$ cat config.mk
export PLATFORM = sky130hd
export DESIGN_NAME = bram_port_sched
export DESIGN_NICKNAME = d
export VERILOG_FILES = /design/src/rtl/bram_port_sched.sv
export SDC_FILE = /design/constraint.sdc
export NUM_CORES = 1
export LEC_CHECK = 0
export ABC_CLOCK_PERIOD_IN_PS = 1590
export BUFFER_PORTS_ARGS = -buffer_cell sky130_fd_sc_hd__buf_4
export CORE_AREA = 3 3 106 108
export CTS_CLUSTER_SIZE = 20
export DETAILED_ROUTE_END_ITERATION = 12
export DIE_AREA = 0 0 109 111
export HOLD_SLACK_MARGIN = 0.03
export PLACE_DENSITY = 0.75
export SLEW_MARGIN = 20
export SYNTH_ARGS = -nofsm -noshare
export SYNTH_HDL_FRONTEND = slang
export SYNTH_SLANG_ARGS = --single-unit
$ cat constraint.sdc
create_clock -name clk -period 1.59 [get_ports clk]
set_input_delay 0.2385 -clock clk [delete_from_list [all_inputs] [get_ports clk]]
set_output_delay 0.2385 -clock clk [all_outputs]
set_load 0.005 [all_outputs]
$ cat src/rtl/bram_port_sched.sv
// bram_port_sched
// Arbitrates one single-port BRAM between the instruction-fetch stage and the
// MEM stage. Data accesses win by default. A fetch that has been denied
// FETCH_MAXWAIT consecutive cycles wins the next cycle it still requests.
// Read data comes back one cycle after the grant, on the rvalid of the port
// that owned the read.
//
// Ports
//   clk, reset                  clock; asynchronous active-low reset
//   if_req, if_addr             fetch read request
//   d_req, d_we, d_addr,
//   d_wdata, d_be               data load/store request
//   flush                       branch redirect, kills the fetch read in flight
//   bram_en/we/addr/wdata       BRAM command
//   bram_rdata                  BRAM read data (one-cycle latency)
//   if_gnt, d_gnt               request accepted this cycle
//   if_rvalid/if_rdata,
//   d_rvalid/d_rdata            read responses
//   stall_f, stall_m            pipeline freezes while a request is denied
//
// In-flight owner states
//   state    | meaning
//   OWN_NONE | no read issued last cycle (or it was a store / killed fetch)
//   OWN_IF   | fetch read issued last cycle, response due now
//   OWN_D    | data load issued last cycle, response due now
module bram_port_sched #(
    parameter int unsigned FETCH_MAXWAIT = 4
) (
    input  logic        clk,
    input  logic        reset,
    input  logic        if_req,
    input  logic [31:0] if_addr,
    input  logic        d_req,
    input  logic        d_we,
    input  logic [31:0] d_addr,
    input  logic [31:0] d_wdata,
    input  logic [3:0]  d_be,
    input  logic        flush,
    output logic        bram_en,
    output logic [3:0]  bram_we,
    output logic [31:0] bram_addr,
    output logic [31:0] bram_wdata,
    input  logic [31:0] bram_rdata,
    output logic        if_gnt,
    output logic        d_gnt,
    output logic        if_rvalid,
    output logic        d_rvalid,
    output logic [31:0] if_rdata,
    output logic [31:0] d_rdata,
    output logic        stall_f,
    output logic        stall_m
);

    typedef enum logic [1:0] {
        OWN_NONE = 2'd0,
        OWN_IF   = 2'd1,
        OWN_D    = 2'd2
    } owner_t;

    localparam logic [2:0] MAXW = 3'(FETCH_MAXWAIT);

    owner_t      owner_q, owner_d;
    logic [2:0]  starv_q, starv_d;
    logic [31:0] addr_q, wdata_q;
    logic        fetch_force, if_win, d_win, d_store;

    // Grants are qualified by reset so every output reads 0 while it is held.
    always_comb begin
        fetch_force = if_req && (starv_q == MAXW);
        if_win      = reset && if_req && (!d_req || fetch_force);
        d_win       = reset && d_req && !if_win;
        d_store     = d_win && d_we;
    end

    always_comb begin
        owner_d = OWN_NONE;
        starv_d = 3'd0;
        // A fetch granted together with flush is issued but never answered.
        if (if_win && !flush) begin
            owner_d = OWN_IF;
        end else if (d_win && !d_we) begin
            owner_d = OWN_D;
        end
        if (if_req && !if_win) begin
            starv_d = (starv_q < MAXW) ? starv_q + 3'd1 : MAXW;
        end
    end

    always_ff @(posedge clk or negedge reset) begin
        if (!reset) begin
            owner_q <= OWN_NONE;
            starv_q <= 3'd0;
            addr_q  <= 32'd0;
            wdata_q <= 32'd0;
        end else begin
            owner_q <= owner_d;
            starv_q <= starv_d;
            if (if_win || d_win) begin
                addr_q <= if_win ? if_addr : d_addr;
            end
            if (d_store) begin
                wdata_q <= d_wdata;
            end
        end
    end

    // Address and write data hold their last driven value between grants.
    always_comb begin
        if_gnt     = if_win;
        d_gnt      = d_win;
        bram_en    = if_win || d_win;
        bram_we    = d_store ? d_be : 4'd0;
        bram_addr  = if_win ? if_addr : (d_win ? d_addr : addr_q);
        bram_wdata = d_store ? d_wdata : wdata_q;
        if_rvalid  = (owner_q == OWN_IF) && !flush;
        d_rvalid   = (owner_q == OWN_D);
        if_rdata   = reset ? bram_rdata : 32'd0;
        d_rdata    = reset ? bram_rdata : 32'd0;
        stall_f    = reset && if_req && !if_win;
        stall_m    = reset && d_req && !d_win;
    end

endmodule

# After elaboration in Yosys (flattened, before gate mapping)
# Index checks and enable logic that the tools add are counted.
[classes] n_addsub=1 magnitude_cmp=1 eq_ne=3 muxes=10 reduce_logical=19
[ops] op="$mux W32" count=5
[ops] op="$logic_and A1 B1 Y1" count=12
[ops] op="$mux W3" count=2
[ops] op="$logic_not A1 Y1" count=5
[ops] op="$mux W2" count=2
[ops] op="$mux W4" count=1
[ops] op="$add A3 B1 Y3 const B" count=1
[ops] op="$eq A3 B3 Y1 const B" count=1
[ops] op="$lt A3 B3 Y1 const B" count=1
[ops] op="$eq A2 B1 Y1 const B" count=1
[ops] op="$eq A2 B2 Y1 const B" count=1
[ops] op="$logic_or A1 B1 Y1" count=2
[totals] ff_bits=69 input_bits=138 out_inout_bits=139

# Logic depth before layout (Yosys ltp)
[depth] ltp_word=9 mapped_depth=7 depth_no_buf=5

# Least setup slack after synthesis
# OpenSTA, ideal clock, no wires.
[synth_path] path_kind="register to output" start="register starv_q[0]" end="output bram_wdata[10]" arrival_time_ns=1.436 t_required_ns=1.351 path_slack_ns=-0.084 stages_incl_launch_ff=8 n_path_buf=2 path_cell_list="dfrtp_1 > inv_1 > ha_1 > nand3_1 > and3_1 > buf_6 > buf_6 > mux2_4"
[synth_between] elab_chain_cells=8
[synth_rtl] element="start, declared" line_no="63" rtl="logic [2:0] starv_q, starv_d;"
[synth_rtl] element="start signal, assigned" line_no="97" rtl="starv_q <= starv_d;"
[synth_rtl] element="$eq A3 B3 Y1" line_no="69" rtl="fetch_force = if_req && (starv_q == MAXW);"
[synth_rtl] element="$logic_and A1 B1 Y1" line_no="69"
[synth_rtl] element="$logic_or A1 B1 Y1" line_no="70" rtl="if_win = reset && if_req && (!d_req || fetch_force);"
[synth_rtl] element="$logic_and A1 B1 Y1" line_no="70"
[synth_rtl] element="$logic_not A1 Y1" line_no="71" rtl="d_win = reset && d_req && !if_win;"
[synth_rtl] element="$logic_and A1 B1 Y1" line_no="71"
[synth_rtl] element="$logic_and A1 B1 Y1" line_no="72" rtl="d_store = d_win && d_we;"
[synth_rtl] element="$mux W32" line_no="114" rtl="bram_wdata = d_store ? d_wdata : wdata_q;"
[synth_rtl] element="end, declared" line_no="42" rtl="output logic [31:0] bram_wdata,"
# Every way passes these cells.

# Worst setup path in the final report
[layout_path] start="register starv_q[1]" end="output bram_wdata[23]"
# Same word-level chain as after synthesis.

==> impl_results.md <==
* Setup_tns at -38.42 ns
* Global-route wire length before repair at 20.5 mm
* Post-Syn Area at 3780 um^2
* Xor and xnor area share after synthesis at 0%
* Die Wd at 109 um
* Combinational family with the most area after synthesis: compound AO/OA/AOI/OAI gates
* Slowest Stage Delay on Critical Path at 0.36 ns
* Violated checks: setup timing
* Switching portion of total power at 26.2%
* Pin count of the biggest net entering global routing at approximately 50
* Final setup vio count at 110
* Gate Count Post-Synth at 312
* Post-route DRC at 0
* Total GRT Usage at 21.9%
* FMAX at 467 MHz
* Row cnt at 37
* Final setup margin at -0.551 ns
* Routed WL per cell at between 15 and 20 um
* Critical Path RT at 1.35 ns
* Worst-path fanout max at 6
* Crit path kind: reg -> out
* Combinational power share at 39.0%
* Total gr overflow at 0
* Top-area cell type share of the netlist area at 45.7%
* Layout cells sized above 1 at 66.5%
* Max clock buf depth at 2
* Avg Cell Area, Syn at ~12 um^2
* Synth warn at 0
* Vias in the first global route at 3,904
* Placed cells at 700
* Commonest non-fill, non-tap cell in the layout: buf_4
* Status: finished, violations left
* Inserted Diodes at 0
* Synth top area cells: dfrtp_1 46%, a221o_1 17%, and2_1 12%, mux2_4 10%, buf_4 6.4%
* Synthesized flop and latch total at a little under 70
* Initial Utilization at approximately 37%
* VDD IR max at around 530 uV
* Register area share after synthesis at 45.7%
* Total wire length at 15.0 mm
* Arr. time, crit path at 1.90 ns
* Num ports at 277
* Slew HR at about half
* Clk pwr share at a little over a quarter
* Worst path cell trace: inv_2 -> ha_4 -> nand3_4 -> and3_4 -> buf_6 -> mux2_4 -> buf_6
* Setup crit end kind: output port
* Via density at between 5 and 6
* Max Cap Violations at 0
* Flop pwr share at 34.8%
* Nets at 759
* Area Overhead vs Synth at 86.0%
* DRT iter0 DRCs at 209
* P_leak at 0.00355 uW
* Num CTS Buffers at 9
* Final Util at 68.1%
* Post-route design area at 7030 um^2
* Die Height at 111 um
* Die area at 12,100 um^2
* Via count at between 3,000 and 4,000
* Placed cell areas at just under 6000 um^2
* Clock sinks at 69
* Mux share of post-synthesis cell area at 12.1%
* Startpoint types: flip-flop
* Initial antenna violation count at 0
* Int Power at ~4500 uW
* Most frequent cells in the layout: 256 x buf_4, 80 x buf_6, 69 x dfrtp_1, 65 x and2_1, 64 x a221o_1
* GP Congestion at 0.768
* Core Box Area at 10,300 um^2
* CTS tree: yes
* Max Slew Vio Count at 0
* Final Skew at 0.0140 ns
* Yosys top cell by area: dfrtp_1
* Drt pass-1 iters at 4
* Worst slew pin tran at 0.775 ns
* Hpwl dp at 9.52 mm
* Net Count, Synth at 452
* Hold Fails Final Rpt at 0
* Post-Synth Simple-Gate Area at a little over an eighth
* Fill count at 747
* Clk root buf: clkbuf_8
* Crit-path slowest cell: dfrtp_1
* FF/Latch Area at 1730 um^2
* Layout Cells excl Fill at 759
* Worst hold-check path type: in -> async
* Most used cell, CP: buf_6
* Worst-skew pair later-pin latency at 0.36 ns
* RSZ-0062 raised after global routing: yes
* Number of port buffers at approximately 280
* Multi-input logic area at around 1800 um^2
* Switching Power at 1580 uW
* Final min period at 2.14 ns
* Post-route clock period utilization at 135%
* H-tree Lvls at 3
* Netlist cell types at 22
* Synth Area in Adders at 0.662%
* Post-synthesis compound-gate area fraction at 17.5%
* Clock-pin slew on the worst setup and hold paths at around 0.070 ns
* Post-route ant nets at 0
* PwrDens at 861 nW/um^2
## synth_stat cells
cell	n
mux2_2	6
and2_1	71
nor2b_1	3
o21ai_1	1
buf_4	32
a221o_1	64
nor2_1	1
buf_2	10
a21oi_2	1
ha_1	2
and3_1	2
inv_1	3
nand3_1	1
clkbuf_1	9
o21ai_0	1
nor4bb_1	1
nand2_1	2
dfrtp_1	69
mux2_4	26
buf_6	5
nor3b_1	1
nor4b_1	1
## what timing repair did
action                                  in CTS  in global routing
endpoints found under the setup margin      86                122
cloned                                       4                  6
resized for setup                           78                 30
endpoints found under the hold margin       18                  0
setup buffers                               19                 18
hold buffers                                 2                  0
pin swaps                                    6                  8
## registers in the layout (all words and copies together), names as in the netlist
signal and cells:
addr_q 32, owner_q 2, starv_q 3, wdata_q 32
## through the flow
stage	total power, uW	setup WS, ns	hold slack [ns]
after global placement	3890	-0.176	0.317
after detailed placement	3940	-0.224	0.309
after global routing	6340	-0.620	0.0565
final	6050	-0.551	0.0622
after floorplan	2910	-0.0279	-0.0571
after CTS	5880	-0.596	0.0344
## critical path, delay by kind of cell (launching register included)
family | cells | cell delay [ns]
DFF | 1 | 0.36
adders and majority gates | 1 | 0.17
and+or+nand+nor | 2 | 0.37
muxes | 1 | 0.32
buffers and inverters | 3 | 0.33
## power by group through the flow
stage	registers, uW	logic (uW)	clock network (uW)
after floorplan	2100	811	0
after global placement	2120	1770	0
after detailed placement	2130	1810	0
after CTS	2100	2160	1620
after global routing	2130	2510	1700
final	2110	2360	1580
## path summary, 6_finish.rpt
| check | start | cells past startpoint | slack, ns | endpoint |
|---|---|---|---|---|
| max | starv_q[1] | 7 | -0.55 | bram_wdata[23] |
| min | reset | 3 | 0.06 | wdata_q[1] |
| max reg2reg | starv_q[1] | 9 | -0.25 | addr_q[9] |
| min reg2reg | wdata_q[6] | 1 | 0.51 | wdata_q[6] |
| max in group asynchronous | reset | 3 | 0.33 | wdata_q[14] |
| min in group clk | d_we | 2 | 0.07 | owner_q[1] |
## area by class of cell
type,count,area share [%]
repair buffers,351,44.5
inverters,3,0.160
clock inverters,5,1.07
clock buffers,10,1.96
multi-input cells,185,25.3
well taps,136,2.42
flip-flops and latches,69,24.6
## cells by family after synthesis
| group | Yosys count |
|---|---|
| AOI/OAI and AO/OA | 67 |
| adders and majority gates | 2 |
| and+or+nand+nor | 83 |
| DFF | 69 |
| muxes | 32 |
| buffers and inverters | 59 |
## routing by layer
layer / track usage [%] / wire length [um] / up-vias
li1: - / - / 1750
met1: 22.6 / 5350 / 1893
met2: 41.2 / 8070 / 212
met3: 5.42 / 1170 / 37
met4: 8.75 / 421 / 0
met5: 0 / 0 / -
Power figures use the tool's default switching activity.
